File: src/rtl/onehot_step_decoder_pkg.sv
// rtl/onehot_step_decoder_pkg.sv - shared state encoding and one-hot helper for the step decoder
package onehot_step_pkg;

  typedef enum logic [1:0] {
    OFF = 2'd0,
    ON  = 2'd1,
    RUN = 2'd2
  } state_t;

  // Widest one-hot bus the helper can produce; callers narrow it to N_OUT.
  localparam int MAX_OUT = 64;

  function automatic logic [MAX_OUT-1:0] onehot_of(input logic [31:0] idx);
    logic [MAX_OUT-1:0] v;
    v = '0;
    if (idx < 32'(MAX_OUT)) v[idx[5:0]] = 1'b1;
    return v;
  endfunction

endpackage

File: src/rtl/onehot_step_decoder_if.sv
// rtl/onehot_step_decoder_if.sv - load/step control and one-hot output bundle
interface onehot_step_decoder_if #(
  parameter int N_OUT = 5,
  parameter int IDX_W = $clog2(N_OUT)
);
  logic             clear;
  logic             load_valid;
  logic             load_ready;
  logic [IDX_W-1:0] load_idx;
  logic             step_en;
  logic             step_dir;
  logic [N_OUT-1:0] dec_out;
  logic [IDX_W-1:0] idx_out;
  logic             out_valid;
  logic             err_range;
  logic             at_end;

  modport master (
    output clear, load_valid, load_idx, step_en, step_dir,
    input  load_ready, dec_out, idx_out, out_valid, err_range, at_end
  );

  modport slave (
    input  clear, load_valid, load_idx, step_en, step_dir,
    output load_ready, dec_out, idx_out, out_valid, err_range, at_end
  );
endinterface

File: src/rtl/onehot_step_decoder_tick_gen.sv
// rtl/onehot_step_decoder_tick_gen.sv - divide-by-TICK_DIV step pulse generator
module tick_gen #(
  parameter int TICK_DIV = 4
) (
  input  logic clk,
  input  logic rst_n,
  input  logic clr,
  input  logic en,
  output logic tick
);
  localparam int CW = (TICK_DIV > 1) ? $clog2(TICK_DIV) : 1;
  localparam logic [CW-1:0] LAST = CW'(TICK_DIV - 1);

  logic [CW-1:0] cnt_q;

  assign tick = en & ~clr & (cnt_q == LAST);

  // Counter sits at zero whenever it is not enabled, so each RUN entry starts a full period.
  always_ff @(posedge clk or negedge rst_n) begin
    if (!rst_n) begin
      cnt_q <= '0;
    end else if (clr || !en || tick) begin
      cnt_q <= '0;
    end else begin
      cnt_q <= cnt_q + 1'b1;
    end
  end
endmodule

File: src/rtl/onehot_step_decoder.sv
// rtl/onehot_step_decoder.sv - registered binary-to-one-hot decoder with load and walking-bit mode
module onehot_step_decoder
  import onehot_step_pkg::*;
#(
  parameter int N_OUT    = 5,
  parameter int IDX_W    = $clog2(N_OUT),
  parameter int TICK_DIV = 4,
  parameter int WRAP     = 1
) (
  input  logic                  clk,
  input  logic                  rst_n,
  onehot_step_decoder_if.slave  bus
);
  localparam logic [IDX_W:0] N_EXT    = (IDX_W + 1)'(N_OUT);
  localparam logic [IDX_W:0] LAST_EXT = (IDX_W + 1)'(N_OUT - 1);
  localparam bit             SAT      = (WRAP == 0);

  state_t           state_q;
  logic [IDX_W-1:0] idx_q;
  logic [N_OUT-1:0] dec_q;
  logic             valid_q;
  logic             err_q;

  logic             load_acc;
  logic             idx_ok;
  logic             run_en;
  logic             tick;
  logic [IDX_W:0]   idx_ext;
  logic [IDX_W:0]   nxt_ext;
  logic [N_OUT-1:0] load_oh;
  logic [N_OUT-1:0] step_oh;

  assign load_acc = bus.load_valid & ~bus.clear;
  assign idx_ok   = {1'b0, bus.load_idx} < N_EXT;
  assign idx_ext  = {1'b0, idx_q};
  assign run_en   = (state_q == RUN) & bus.step_en;
  assign load_oh  = N_OUT'(onehot_of(32'(bus.load_idx)));
  assign step_oh  = N_OUT'(onehot_of(32'(nxt_ext)));

  tick_gen #(.TICK_DIV(TICK_DIV)) u_tick (
    .clk  (clk),
    .rst_n(rst_n),
    .clr  (bus.clear | load_acc),
    .en   (run_en),
    .tick (tick)
  );

  // Next index in the current direction; the extra bit keeps the limit compares unsigned and overflow-free.
  always_comb begin
    nxt_ext = idx_ext;
    if (bus.step_dir) begin
      if (idx_ext == '0) nxt_ext = SAT ? '0 : LAST_EXT;
      else               nxt_ext = idx_ext - 1'b1;
    end else begin
      if (idx_ext == LAST_EXT) nxt_ext = SAT ? LAST_EXT : '0;
      else                     nxt_ext = idx_ext + 1'b1;
    end
  end

  always_ff @(posedge clk or negedge rst_n) begin
    if (!rst_n) begin
      state_q <= OFF;
      idx_q   <= '0;
      dec_q   <= '0;
      valid_q <= 1'b0;
      err_q   <= 1'b0;
    end else begin
      err_q <= 1'b0;
      if (bus.clear) begin
        state_q <= OFF;
        dec_q   <= '0;
        valid_q <= 1'b0;
      end else if (load_acc) begin
        if (idx_ok) begin
          idx_q   <= bus.load_idx;
          dec_q   <= load_oh;
          valid_q <= 1'b1;
          state_q <= bus.step_en ? RUN : ON;
        end else begin
          dec_q   <= '0;
          valid_q <= 1'b0;
          err_q   <= 1'b1;
          state_q <= OFF;
        end
      end else begin
        case (state_q)
          ON: if (bus.step_en) state_q <= RUN;
          RUN: begin
            if (!bus.step_en) begin
              state_q <= ON;
            end else if (tick) begin
              idx_q <= nxt_ext[IDX_W-1:0];
              dec_q <= step_oh;
            end
          end
          default: ;
        endcase
      end
    end
  end

  assign bus.load_ready = ~bus.clear;
  assign bus.dec_out    = dec_q;
  assign bus.idx_out    = idx_q;
  assign bus.out_valid  = valid_q;
  assign bus.err_range  = err_q;
  assign bus.at_end     = SAT & valid_q &
                          (bus.step_dir ? (idx_ext == '0) : (idx_ext == LAST_EXT));
endmodule

File: src/flat_wrapper.sv
// flat-port wrapper written by rule: the top's interface ports become plain ports
module onehot_step_decoder_flat import onehot_step_pkg::*;
#(
  parameter int N_OUT    = 5,
  parameter int IDX_W    = $clog2(N_OUT),
  parameter int TICK_DIV = 4,
  parameter int WRAP     = 1
)
  (clk, rst_n, bus_clear, bus_load_valid, bus_load_idx, bus_step_en, bus_step_dir, bus_load_ready, bus_dec_out, bus_idx_out, bus_out_valid, bus_err_range, bus_at_end);
  onehot_step_decoder_if #(.N_OUT(N_OUT), .IDX_W(IDX_W)) bus_i ();
  input  logic clk;
  input  logic rst_n;
  input wire logic [$bits(bus_i.clear)-1:0] bus_clear;
  input wire logic [$bits(bus_i.load_valid)-1:0] bus_load_valid;
  input wire logic [$bits(bus_i.load_idx)-1:0] bus_load_idx;
  input wire logic [$bits(bus_i.step_en)-1:0] bus_step_en;
  input wire logic [$bits(bus_i.step_dir)-1:0] bus_step_dir;
  output wire logic [$bits(bus_i.load_ready)-1:0] bus_load_ready;
  output wire logic [$bits(bus_i.dec_out)-1:0] bus_dec_out;
  output wire logic [$bits(bus_i.idx_out)-1:0] bus_idx_out;
  output wire logic [$bits(bus_i.out_valid)-1:0] bus_out_valid;
  output wire logic [$bits(bus_i.err_range)-1:0] bus_err_range;
  output wire logic [$bits(bus_i.at_end)-1:0] bus_at_end;
  assign bus_i.clear = bus_clear;
  assign bus_i.load_valid = bus_load_valid;
  assign bus_i.load_idx = bus_load_idx;
  assign bus_i.step_en = bus_step_en;
  assign bus_i.step_dir = bus_step_dir;
  assign bus_load_ready = bus_i.load_ready;
  assign bus_dec_out = bus_i.dec_out;
  assign bus_idx_out = bus_i.idx_out;
  assign bus_out_valid = bus_i.out_valid;
  assign bus_err_range = bus_i.err_range;
  assign bus_at_end = bus_i.at_end;
  onehot_step_decoder #(.N_OUT(N_OUT), .IDX_W(IDX_W), .TICK_DIV(TICK_DIV), .WRAP(WRAP)) u_core (.clk(clk), .rst_n(rst_n), .bus(bus_i));
endmodule
File: config.mk
export PLATFORM = sky130hd
export DESIGN_NAME = onehot_step_decoder_flat
export DESIGN_NICKNAME = d
export VERILOG_FILES = /design/src/rtl/onehot_step_decoder_pkg.sv /design/src/rtl/onehot_step_decoder_if.sv /design/src/rtl/onehot_step_decoder_tick_gen.sv /design/src/rtl/onehot_step_decoder.sv /design/src/flat_wrapper.sv
export SDC_FILE = /design/constraint.sdc
export NUM_CORES = 1
export LEC_CHECK = 0
export CAP_MARGIN = 5
export CORE_UTILIZATION = 44
export DETAILED_ROUTE_END_ITERATION = 8
export DONT_BUFFER_PORTS = 1
export GPL_TIMING_DRIVEN = 0
export SKIP_LAST_GASP = 1
export SLEW_MARGIN = 20
export SYNTH_ARGS = -nofsm -noshare
export SYNTH_HDL_FRONTEND = slang
export SYNTH_HIERARCHICAL = 1
export SYNTH_SLANG_ARGS = --single-unit
File: constraint.sdc
create_clock -name clk -period 2.52 [get_ports clk]
set_input_delay 0.378 -clock clk [delete_from_list [all_inputs] [get_ports clk]]
set_output_delay 0.378 -clock clk [all_outputs]
set_load 0.1 [all_outputs]
==> summary.txt, run 1 <==
Yosys
  • Seq/Total Area, Yosys: 35.81%
  • Most used DFF post-synth: dfrtp_1
  • Synth top area share: 35.81%
  • Netlist Area Pre-Place: 978.4 µm²
  • Net count of the mapped netlist: 121
  • Yosys warning count: 6
  • Largest area contributor in the netlist: dfrtp_1
  • FF+latch count, synth: 14
  • Synth Instances: 106
  • Top-count cell post-synth: dfrtp_1
  • Synth cell count leaders: 14 x dfrtp_1, 10 x nor2_1, 9 x inv_1, 8 x nand2_1
  • Yosys cell types: 43
  • EDFF count, synth: 0
  • Post-synth ARST share: 100.0%
  • Top post-synthesis cells by area: dfrtp_1 36%, ha_1 7.7%, mux2i_1 5.1%
  • Post-Syn Area per Cell: 9.231 µm²

Route
  • DRC Markers: 0
  • Routed len/inst: 13.98 µm
  • DR pass1 iterations: 4
  • Via density: 5.577
  • Final ANT Viol Nets: 0
  • Initial drt markers: 18
  • Via total after detailed routing: 764
  • Final wirelength: 1915 µm

Critical path
  • Crit. End Element: flip-flop
  • Crit-path cells: inv_1 -> ha_1 -> o311ai_2 -> nand2_1 -> nor4_1 -> a211o_1
  • Worst Setup SP: u_core/bus.idx_out[0]
  • CP max stage delay: 0.75 ns
  • CP required: 2.73 ns
  • CP Launch Type: flip-flop
  • CP max stage cell: dfrtp_2
  • Worst EP arrival: 2.51 ns
  • Worst reg-to-reg setup slack: 0.22 ns
  • Worst Path Max Fanout: 8
  • CP Class: reg2reg
  • Worst r2r src: u_core/bus.idx_out[0]

STA
  • Least-Margin Pin Slew: 0.9133 ns
  • Hold Slack: 0.1634 ns
  • Setup WS post-layout: 0.2231 ns
  • Layout Skew: 0.001460 ns
  • Final Hold Viols: 0
  • Final setup violation count: 0
  • RSZ-0062 raised after global routing: no
  • Final Cycle Share: 91.15%
  • Minimum clock period: 2.297 ns
  • Fmax: 0.4354 GHz
  • Worst slew margin: 39.11%
  • Setup TNS: 0 ns
  • Max-slew violation count: 0

Placement
  • Port Buf Inserts: 0
  • RePlAce Congestion: 0.7741
  • Post-DP HPWL: 1478 µm
  • Worst slack at placement: -0.1453 ns

CTS
  • CTS clock-pin slew for the worst setup and hold paths: 0.07 ns
  • CTS Buffer Depth: 2
  • CTS tree: built
  • CTS buffer count: 3
  • Clk Latency, worst-skew pair: 0.27 ns
  • Post-CTS Repair Setup Buffers: 0
  • Root buf cell: clkbuf_4
  • CTS HTree Levels: 1
  • CTS Sinks: 14

Floorplanning
  • Starting Density: 48.39%
  • Die footprint: 2416 µm²
  • Core Box Area: 2022 µm²
  • # IOs: 21
  • Site Rows: 16
  • Die height: 49.16 µm
  • Die width: 49.16 µm

Global route
  • GRT overflow: 0
  • Largest net degree at the start of global routing: 15
  • First-pass GRT wire length: 3381 µm
  • Total GRT Usage: 18.15%
  • Initial antenna violation count: 0
  • Vias in the first global route: 776

Final layout
  • Area of the multi-input gates: 555.5 µm²
  • Ratio of cells with drive above 1 in the final layout: 17.27%
  • Fin nets: 127
  • Antenna Cells: 0
  • Fill cell count: 210
  • Synth-to-layout area growth: 7.033%
  • Reg area: 352.8 µm²

Worst hold path
  • HP Class: in2reg
  • Hold wc startpoint: bus_clear

Run status
  • Outcome: finished, final reports clean

Run
  • Max-cap violation count: 0

Power
  • Leakage power total: 0.0004728 µW
  • Maximum VDD drop: 0.0005402 V
  • Pwr dens: 991.6 nW/µm²
metrics by stage:
step	power [µW]	area, µm²	util (%)	cells
6_report	1038	1047	51.79	137
5_1_grt	1114	1047	51.79	137
2_1_floorplan	843.8	978.4	-	106
3_5_place_dp	915.2	1012	50.06	133
4_1_cts	1046	1047	51.79	137
3_3_place_gp	911.4	1012	50.06	133
path summary, 6_finish.rpt:
| check | end | cells past startpoint |
|---|---|---|
| max | u_core/bus.dec_out[4] | 6 |
| min | u_core/bus.out_valid | 1 |
| max reg2reg | u_core/bus.dec_out[4] | 6 |
| min reg2reg | u_core/u_tick/cnt_q[0] | 1 |
| max in group asynchronous | u_core/bus.idx_out[1] | 1 |
| min in group asynchronous | u_core/state_q[1] | 1 |
critical path, delay by kind of cell (launching register included):
family / cells / cell delay (ns)
adders and majority gates: 1 / 0.33
AOI/OAI and AO/OA: 2 / 0.51
buffers and inverters: 1 / 0.16
and+or+nand+nor: 2 / 0.48
DFF: 1 / 0.75
placed cells by master, fill, tap and decap left out, types with 2 or more instances in the layout:
master | netlist | final
dfrtp_2 | 0 | 2
mux2_2 | 2 | 2
nor4_1 | 2 | 2
ha_1 | 6 | 6
clkbuf_4 | 0 | 3
o21ai_1 | 3 | 3
dfrtp_1 | 14 | 12
nand3_1 | 3 | 3
nor2_1 | 10 | 10
nor2b_1 | 2 | 2
a21oi_2 | 2 | 2
mux2i_1 | 5 | 5
o22ai_1 | 2 | 2
inv_1 | 9 | 9
o21ai_0 | 2 | 2
clkbuf_1 | 2 | 2
a21oi_1 | 6 | 6
nand2_1 | 8 | 8
buf_4 | 2 | 2
flip-flops by register name, indices dropped and copies added (netlist names):
name / cells
u_core/bus.dec_out: 5
u_core/bus.err_range: 1
u_core/bus.idx_out: 3
u_core/bus.out_valid: 1
u_core/state_q: 2
u_core/u_tick/cnt_q: 2
repair_timing:
| item | 4_1_cts | 5_1_grt |
|---|---|---|
| gates resized for setup | 2 | 0 |
| endpoints found under the setup margin | 5 | 0 |
| hold buffers | 1 | 0 |
| endpoints found under the hold margin | 14 | 0 |
where the power goes:
group	switching [µW]	internal [µW]	total (µW)	leakage, µW
Combinational	226	145	371	0.000277
Clock	63.2	55.2	118	0.0000138
Sequential	291	258	549	0.000182
Total	580	458	1040	0.000473
kinds of logic after synthesis:
logic type	Yosys count	share of synthesized area (%)
and+or+nand+nor	36	20.84
xor gates and xnor gates	1	0.8953
buffers and inverters	15	7.416
DFF	14	35.81
AOI/OAI and AO/OA	26	19.57
other	1	0.3833
adders and majority gates	6	7.672
muxes	7	7.417
final cells by class:
type                       count  area share (%)
multi-input combinational     77           53.05
sequential                    14           33.69
buffer                         6           3.704
inverter                       9           3.226
tap                           27           3.226
clock buffer                   3           2.151
timing repair buffer           1          0.9558
layer usage:
| metal | vias to the layer above | track usage, % | part of all wire, % |
|---|---|---|---|
| met3 | 2 | 7.788 | 7.5 |
| li1 | 391 | - | - |
| met5 | - | 0 | 0 |
| met2 | 22 | 29.22 | 44 |
| met4 | 0 | 3.431 | 0.42 |
| met1 | 349 | 22.55 | 48 |
(Power assumes the default switching activity.)
==> run 2, diff against run 1 <==
--- a/config.mk
+++ b/config.mk
@@ -14,5 +14,4 @@
 export SLEW_MARGIN = 20
 export SYNTH_ARGS = -nofsm -noshare
 export SYNTH_HDL_FRONTEND = slang
-export SYNTH_HIERARCHICAL = 1
 export SYNTH_SLANG_ARGS = --single-unit
==> run 2 against run 1 <==
Compared with the run above:
- core utilization down 0.90 points
- area after synthesis down 5.2%
- sequential power down 37%
- non-clock buffer count unchanged
- sequential share of layout area up 1.9 points
- maximum frequency down 3.6%
- power down 38%
- cell area down 4.7%
- combinational power down 53%
- critical endpoint is now u_core.bus.dec_out[1]
- largest cell class unchanged
==> summary.txt, run 2 <==
Run status
  • Outcome: finished, final reports clean

Critical path
  • Reg2reg path depth: 7 (+1)
  • Critical Path Stages: 7 (+1)
  • CP max stage cell: dfrtp_4
  • Worst Path Max Fanout: 8 (unchanged)
  • Kind of cell adding the most delay to the critical path: flip-flops
  • CP Launch Type: flip-flop
  • Worst EP arrival: 2.55 ns (+0.04 ns)
  • CP Class: reg2reg
  • Crit-path cells: buf_6 -> inv_1 -> ha_1 -> nor2b_1 -> mux4_2 -> and3_4 -> a221o_1
  • Worst Path Buf+Inv: 2 (+1)
  • CP required: 2.69 ns (-0.04 ns)
  • CP max stage delay: 0.63 ns (-0.12 ns)
  • Crit. End Element: flip-flop

Yosys
  • Yosys warning count: 0 (-6)
  • FF+latch count, synth: 14 (unchanged)
  • Post-synth ARST share: 100.0% (unchanged)
  • Post-Syn Area per Cell: 9.090 µm² (-1.5%)
  • Top-count cell post-synth: nor2_1
  • EDFF count, synth: 0 (unchanged)
  • Netlist Area Pre-Place: 927.1 µm² (-5.2%)
  • Yosys cell types: 40 (-7.0%)
  • Synth top area share: 37.79% (+2.0 points)
  • Top post-synthesis cells by area: dfrtp_1 38%, nor2_1 6.1%, ha_1 5.4%
  • Net count of the mapped netlist: 115 (-5.0%)
  • Seq/Total Area, Yosys: 37.79% (+2.0 points)
  • Most used DFF post-synth: dfrtp_1
  • Largest area contributor in the netlist: dfrtp_1
  • Synth Instances: 102 (-3.8%)
  • Synth cell count leaders: 15 x nor2_1, 14 x dfrtp_1, 9 x nand2_1, 6 x inv_1

Floorplanning
  • Die footprint: 2295 µm² (-5.0%)
  • Starting Density: 47.26% (-1.1 points)
  • Site Rows: 16 (unchanged)
  • Core Box Area: 1962 µm² (-3.0%)
  • Die width: 47.91 µm (-2.5%)
  • # IOs: 21 (unchanged)
  • Die height: 47.91 µm (-2.5%)

Route
  • DRC Markers: 0 (unchanged)
  • Final wirelength: 1936 µm (+1.1%)
  • Via density: 5.737 (+2.9%)
  • Final ANT Viol Nets: 0 (unchanged)
  • Initial drt markers: 7 (-11)
  • Routed len/inst: 14.56 µm (+4.1%)
  • DR pass1 iterations: 4 (unchanged)
  • Via total after detailed routing: 763 (-0.13%)

Power
  • Maximum VDD drop: 0.0003545 V (-34%)
  • Total power: 644.7 µW (-38%)
  • Leakage power total: 0.0004328 µW (-8.5%)
  • Pwr dens: 645.7 nW/µm² (-35%)

CTS
  • CTS HTree Levels: 1 (unchanged)
  • CTS Sinks: 14 (unchanged)
  • Clk Latency, worst-skew pair: 0.28 ns (about the same)
  • CTS Buffer Depth: 2 (unchanged)
  • CTS tree: built
  • Root buf cell: clkbuf_4
  • CTS clock-pin slew for the worst setup and hold paths: 0.08 ns (about the same)
  • CTS buffer count: 3 (unchanged)

Final layout
  • Commonest non-fill, non-tap cell in the layout: nor2_1
  • Antenna Cells: 0 (unchanged)
  • Final non-filler cell total: 133 (-2.9%)
  • Fill cell count: 200 (-4.8%)
  • Synth-to-layout area growth: 7.692%
  • Fin util: 50.89% (-0.90 points)
  • Ratio of cells with drive above 1 in the final layout: 13.21% (-4.1 points)
  • Fin nets: 121 (-4.7%)
  • Most frequent cells in the layout: 15 x nor2_1, 12 x dfrtp_1, 9 x nand2_1
  • Largest register FFs: 5 (unchanged)

Global route
  • Total GRT Usage: 17.80% (-0.35 points)
  • Met3 Use GR: 2.264% (-5.5 points)
  • First-pass GRT wire length: 2842 µm (-16%)
  • Initial antenna violation count: 0 (unchanged)
  • Busiest grt layer: met2
  • GR Util met2: 30.00% (+0.78 points)
  • Largest net degree at the start of global routing: 15 (unchanged)
  • Vias in the first global route: 686 (-12%)
  • Grt met1 use: 22.43% (-0.12 points)
  • GRT overflow: 0 (unchanged)

STA
  • Least-Margin Pin Slew: 0.9154 ns (+0.002043 ns)
  • Layout Skew: 0.007232 ns (+0.005772 ns)
  • Final setup violation count: 0 (unchanged)
  • Worst slew margin: 38.97% (-0.14 points)
  • RSZ-0062 raised after global routing: no
  • Final Cycle Share: 94.56% (+3.4 points)
  • Fmax: 0.4197 GHz (-3.6%)
  • Final Hold Viols: 0 (unchanged)
  • Minimum clock period: 2.383 ns (+0.08590 ns)
  • Max-slew violation count: 0 (unchanged)

Worst hold path
  • Hold Path Cell Cnt: 2 (+1)
  • HP Class: in2reg

Run
  • Max-cap violation count: 0 (unchanged)

Placement
  • RePlAce Congestion: 0.7714 (-0.35%)
  • Post-DP HPWL: 1495 µm (+1.2%)
  • Placed Cells: 129 (-3.0%)
  • Port Buf Inserts: 0 (unchanged)
run 2: repair_timing:
action	in CTS	in global routing
hold buffers	1	0
endpoints found under the hold margin	14	0
buffers inserted	0	0
resized for setup	2	1
endpoints found under the setup margin	4	1
run 2: layout make-up:
cell class,count,area [µm²],area share (%)
Buffer,6,42.54,4.261
Clock buffer,3,22.52,2.256
Inverter,6,22.52,2.256
Multi-Input combinational cell,76,511.7,51.25
Sequential cell,14,355.3,35.59
Tap cell,27,33.78,3.383
Timing Repair Buffer,1,10.01,1.003
run 2: path summary, 6_finish.rpt:
path | slack [ns] | start | end
worst max-delay path | 0.14 | u_core.bus.idx_out[0] | u_core.bus.dec_out[1]
worst min-delay path | 0.27 | bus_step_en | u_core.u_tick.cnt_q[1]
worst max register to register | 0.14 | u_core.bus.idx_out[0] | u_core.bus.dec_out[1]
worst min register to register | 0.45 | u_core.u_tick.cnt_q[0] | u_core.u_tick.cnt_q[0]
max in group asynchronous | 1.50 | rst_n | u_core.bus.idx_out[0]
min in group asynchronous | 0.55 | rst_n | u_core.state_q[0]
run 2: worst register-to-register path, delay by kind of cell (launching register included):
family	cells	cell delay, ns
multiplexers	1	0.46
adder cells (fa/ha/maj)	1	0.30
AND/OR/NAND/NOR	2	0.28
flip-flops	1	0.63
AO/OA/AOI/OAI	1	0.30
buffers and inverters	2	0.32
run 2: cells by family after synthesis:
logic type | Yosys count | share of synthesized area, %
AOI/OAI and AO/OA | 29 | 23.35
xor gates and xnor gates | 1 | 0.9448
adders and majority gates | 4 | 5.398
buffers and inverters | 12 | 7.017
DFF | 14 | 37.79
muxes | 1 | 2.429
other | 1 | 0.4045
and+or+nand+nor | 40 | 22.67
run 2: where the power goes:
part           switching, µW  leakage (µW)  total, µW  internal (µW)
Combinational            103      0.000236        175           72.6
Clock                   70.1     0.0000138        126           55.5
Sequential               105      0.000183        344            239
Total                    278      0.000433        645            367
run 2: metrics by stage:
step / area [µm²] / hold slack [ns] / setup TNS [ns] / worst slack, ns
5_1_grt: 998.5 / 0.2829 / 0 / 0.01871
4_1_cts: 996.0 / 0.2642 / 0 / 0.1118
6_report: 998.5 / 0.2695 / 0 / 0.1372
2_1_floorplan: 927.1 / 0.08241 / 0 / 0.02797
3_5_place_dp: 960.9 / 0.08281 / -0.1297 / -0.1124
3_3_place_gp: 960.9 / 0.08273 / -0.1484 / -0.1045
run 2: routing by layer:
layer / part of all wire (%) / up-vias
li1: - / 378
met1: 46 / 365
met2: 49 / 17
met4: 1.7 / 0
met5: 0 / -
met3: 3.0 / 3
==> run 3, diff against run 2 <==
--- a/config.mk
+++ b/config.mk
@@ -6,11 +6,14 @@
 export NUM_CORES = 1
 export LEC_CHECK = 0
 export CAP_MARGIN = 5
-export CORE_UTILIZATION = 44
+export CELL_PAD_IN_SITES_DETAIL_PLACEMENT = 1
+export CELL_PAD_IN_SITES_GLOBAL_PLACEMENT = 2
+export CORE_MARGIN = 4
+export CORE_UTILIZATION = 36
 export DETAILED_ROUTE_END_ITERATION = 8
 export DONT_BUFFER_PORTS = 1
 export GPL_TIMING_DRIVEN = 0
-export SKIP_LAST_GASP = 1
+export PLACE_DENSITY_LB_ADDON = 0.1
 export SLEW_MARGIN = 20
 export SYNTH_ARGS = -nofsm -noshare
 export SYNTH_HDL_FRONTEND = slang
==> run 3 against run 2 <==
Compared with the run above:
- final cell count grew 3.0%
- clock skew is 0.0058 ns lower
- non-clock buffer count did not move
- register-to-register slack lost 0.04 ns
- die area grew 50%
- via count grew 2.6%
- sequential cell count unchanged
- worst setup slack got worse by 0.038 ns
- critical endpoint unchanged
==> summary.txt, run 3 (same netlist as run 2, synthesis figures left out) <==
Placement
  • RePlAce Congestion: 0.7335 (-4.9%)
  • Worst slack at placement: -0.1477 ns (-0.03527 ns)
  • Port Buf Inserts: 0 (unchanged)
  • Placed Cells: 132 (+2.3%)
  • Post-DP HPWL: 1743 µm (+17%)

STA
  • Fmax: 0.4131 GHz (-1.6%)
  • Minimum clock period: 2.421 ns (+0.03795 ns)
  • Final Cycle Share: 96.06% (+1.5 points)
  • Setup WS post-layout: 0.09921 ns (-0.03795 ns)
  • Final Hold Viols: 0 (unchanged)
  • Layout Skew: 0.001449 ns (-0.005783 ns)
  • RSZ-0062 raised after global routing: no
  • Least-Margin Pin Slew: 0.9305 ns (+0.01513 ns)
  • Final setup violation count: 0 (unchanged)
  • Max-slew violation count: 0 (unchanged)
  • Worst slew margin: 37.97% (-1.0 points)

Route
  • Final wirelength: 2338 µm (+21%)
  • Via total after detailed routing: 783 (+2.6%)
  • Final ANT Viol Nets: 0 (unchanged)
  • Initial drt markers: 31 (+24)
  • DR pass1 iterations: 4 (unchanged)
  • Routed len/inst: 17.07 µm (+17%)
  • DRC Markers: 0 (unchanged)
  • Via density: 5.715 (-0.38%)

Critical path
  • CP Class: reg2reg
  • CP Launch Type: flip-flop
  • Crit. End Element: flip-flop
  • Worst Path Buf+Inv: 2 (unchanged)
  • Worst EP arrival: 2.60 ns (+0.05 ns)
  • CP max stage delay: 0.63 ns (about the same)
  • Crit-path cells: buf_6 -> inv_1 -> ha_1 -> nor2b_1 -> mux4_2 -> and3_4 -> a221o_1
  • CP max stage cell: dfrtp_4
  • Kind of cell adding the most delay to the critical path: flip-flops
  • Worst Path Max Fanout: 8 (unchanged)
  • CP required: 2.70 ns (about the same)

CTS
  • CTS buffer count: 3 (unchanged)
  • CTS Sinks: 14 (unchanged)
  • CTS HTree Levels: 1 (unchanged)
  • CTS clock-pin slew for the worst setup and hold paths: 0.09 ns (about the same)
  • Clk Latency, worst-skew pair: 0.29 ns (about the same)
  • Post-CTS Repair Setup Buffers: 0 (unchanged)
  • CTS Buffer Depth: 2 (unchanged)
  • Root buf cell: clkbuf_4
  • CTS tree: built

Final layout
  • Fin nets: 121 (unchanged)
  • Ratio of cells with drive above 1 in the final layout: 14.02% (+0.81 points)
  • Most frequent cells in the layout: 15 x nor2_1, 12 x dfrtp_1, 9 x nand2_1
  • Synth-to-layout area growth: 9.581%
  • Fill cell count: 318 (+59%)
  • Reg area: 355.3 µm² (unchanged)
  • Commonest non-fill, non-tap cell in the layout: nor2_1
  • Area of the multi-input gates: 511.7 µm² (unchanged)
  • Largest register FFs: 5 (unchanged)
  • Antenna Cells: 0 (unchanged)
  • Final non-filler cell total: 137 (+3.0%)

Global route
  • Total GRT Usage: 15.32% (-2.5 points)
  • Initial antenna violation count: 0 (unchanged)
  • First-pass GRT wire length: 3898 µm (+37%)
  • GRT overflow: 0 (unchanged)
  • Vias in the first global route: 778 (+13%)
  • Largest net degree at the start of global routing: 15 (unchanged)

Floorplanning
  • Core Box Area: 2477 µm² (+26%)
  • Starting Density: 37.42% (-9.8 points)
  • Die width: 58.75 µm (+23%)
  • Die footprint: 3452 µm² (+50%)
  • Site Rows: 18 (+2)
  • Die height: 58.75 µm (+23%)
  • # IOs: 21 (unchanged)

Run status
  • Outcome: finished, final reports clean

Worst hold path
  • HP Class: in2reg

Power
  • Maximum VDD drop: 0.0003199 V (-9.8%)
  • Pwr dens: 683.0 nW/µm² (+5.8%)
  • Leakage power total: 0.0004400 µW (+1.7%)

Run
  • Max-cap violation count: 0 (unchanged)
==> run 3: cell types whose count changed in the layout (fill, tap and decap cells not counted) <==
cell / before / now
clkbuf_8: 0 / 1
==> run 3: cell type report <==
class	instances	share of cell area, %
timing repair buffer	1	0.9852
clock buffer	4	3.571
sequential	14	34.98
inverter	6	2.217
tap	30	3.695
buffer	6	4.187
multi-input combinational	76	50.37
==> run 3: metrics by stage <==
step	hold slack, ns	utilization, %	instance area [µm²]	setup TNS (ns)	power [µW]
4_1_cts	0.2641	40.91	1013	0	702.7
3_3_place_gp	0.08276	38.94	964.7	-0.1333	517.3
6_report	0.2695	41.01	1016	0	693.9
2_1_floorplan	0.08241	-	927.1	0	485.9
5_1_grt	0.2734	41.01	1016	0	738.9
3_5_place_dp	0.08276	38.94	964.7	-0.2293	522.5
==> run 3: timing repair <==
action	4_1_cts	5_1_grt
endpoints found under the setup margin	3	1
hold endpoints to repair	14	0
resized for setup	2	1
hold buffers	1	0
==> run 3: worst reg2reg max path, cell delays in order, from the launching register on <==
cell and delay [ns]:
dfrtp_4 0.63, buf_6 0.20, inv_1 0.12, ha_1 0.31, nor2b_1 0.07, mux4_2 0.46
and3_4 0.21, a221o_1 0.31
==> run 3: where the power goes <==
| group | internal, µW | switching, µW |
|---|---|---|
| Combinational | 72.9 | 107 |
| Clock | 88.1 | 80.7 |
| Sequential | 239 | 106 |
==> run 3: final timing paths <==
path                                   startpoint                      to  slack (ns)  cells after the start
setup / recovery            u_core.bus.idx_out[0]   u_core.bus.dec_out[1]         0.1                      7
hold / removal                    bus_load_idx[2]   u_core.bus.dec_out[4]        0.27                      2
setup reg to reg            u_core.bus.idx_out[0]   u_core.bus.dec_out[1]         0.1                      7
hold reg to reg            u_core.u_tick.cnt_q[0]  u_core.u_tick.cnt_q[0]        0.44                      1
max in group asynchronous                   rst_n   u_core.bus.idx_out[0]        1.50                      1
min in group asynchronous                   rst_n   u_core.bus.dec_out[1]        0.55                      1
==> run 3: per-layer routing <==
metal / part of all wire [%] / vias to the layer above / GRT usage [%]
li1: - / 380 / -
met1: 50 / 373 / 21.95
met2: 41 / 26 / 20.66
met3: 6.8 / 4 / 4.386
met4: 2.1 / 0 / 7.767
met5: 0 / - / 0
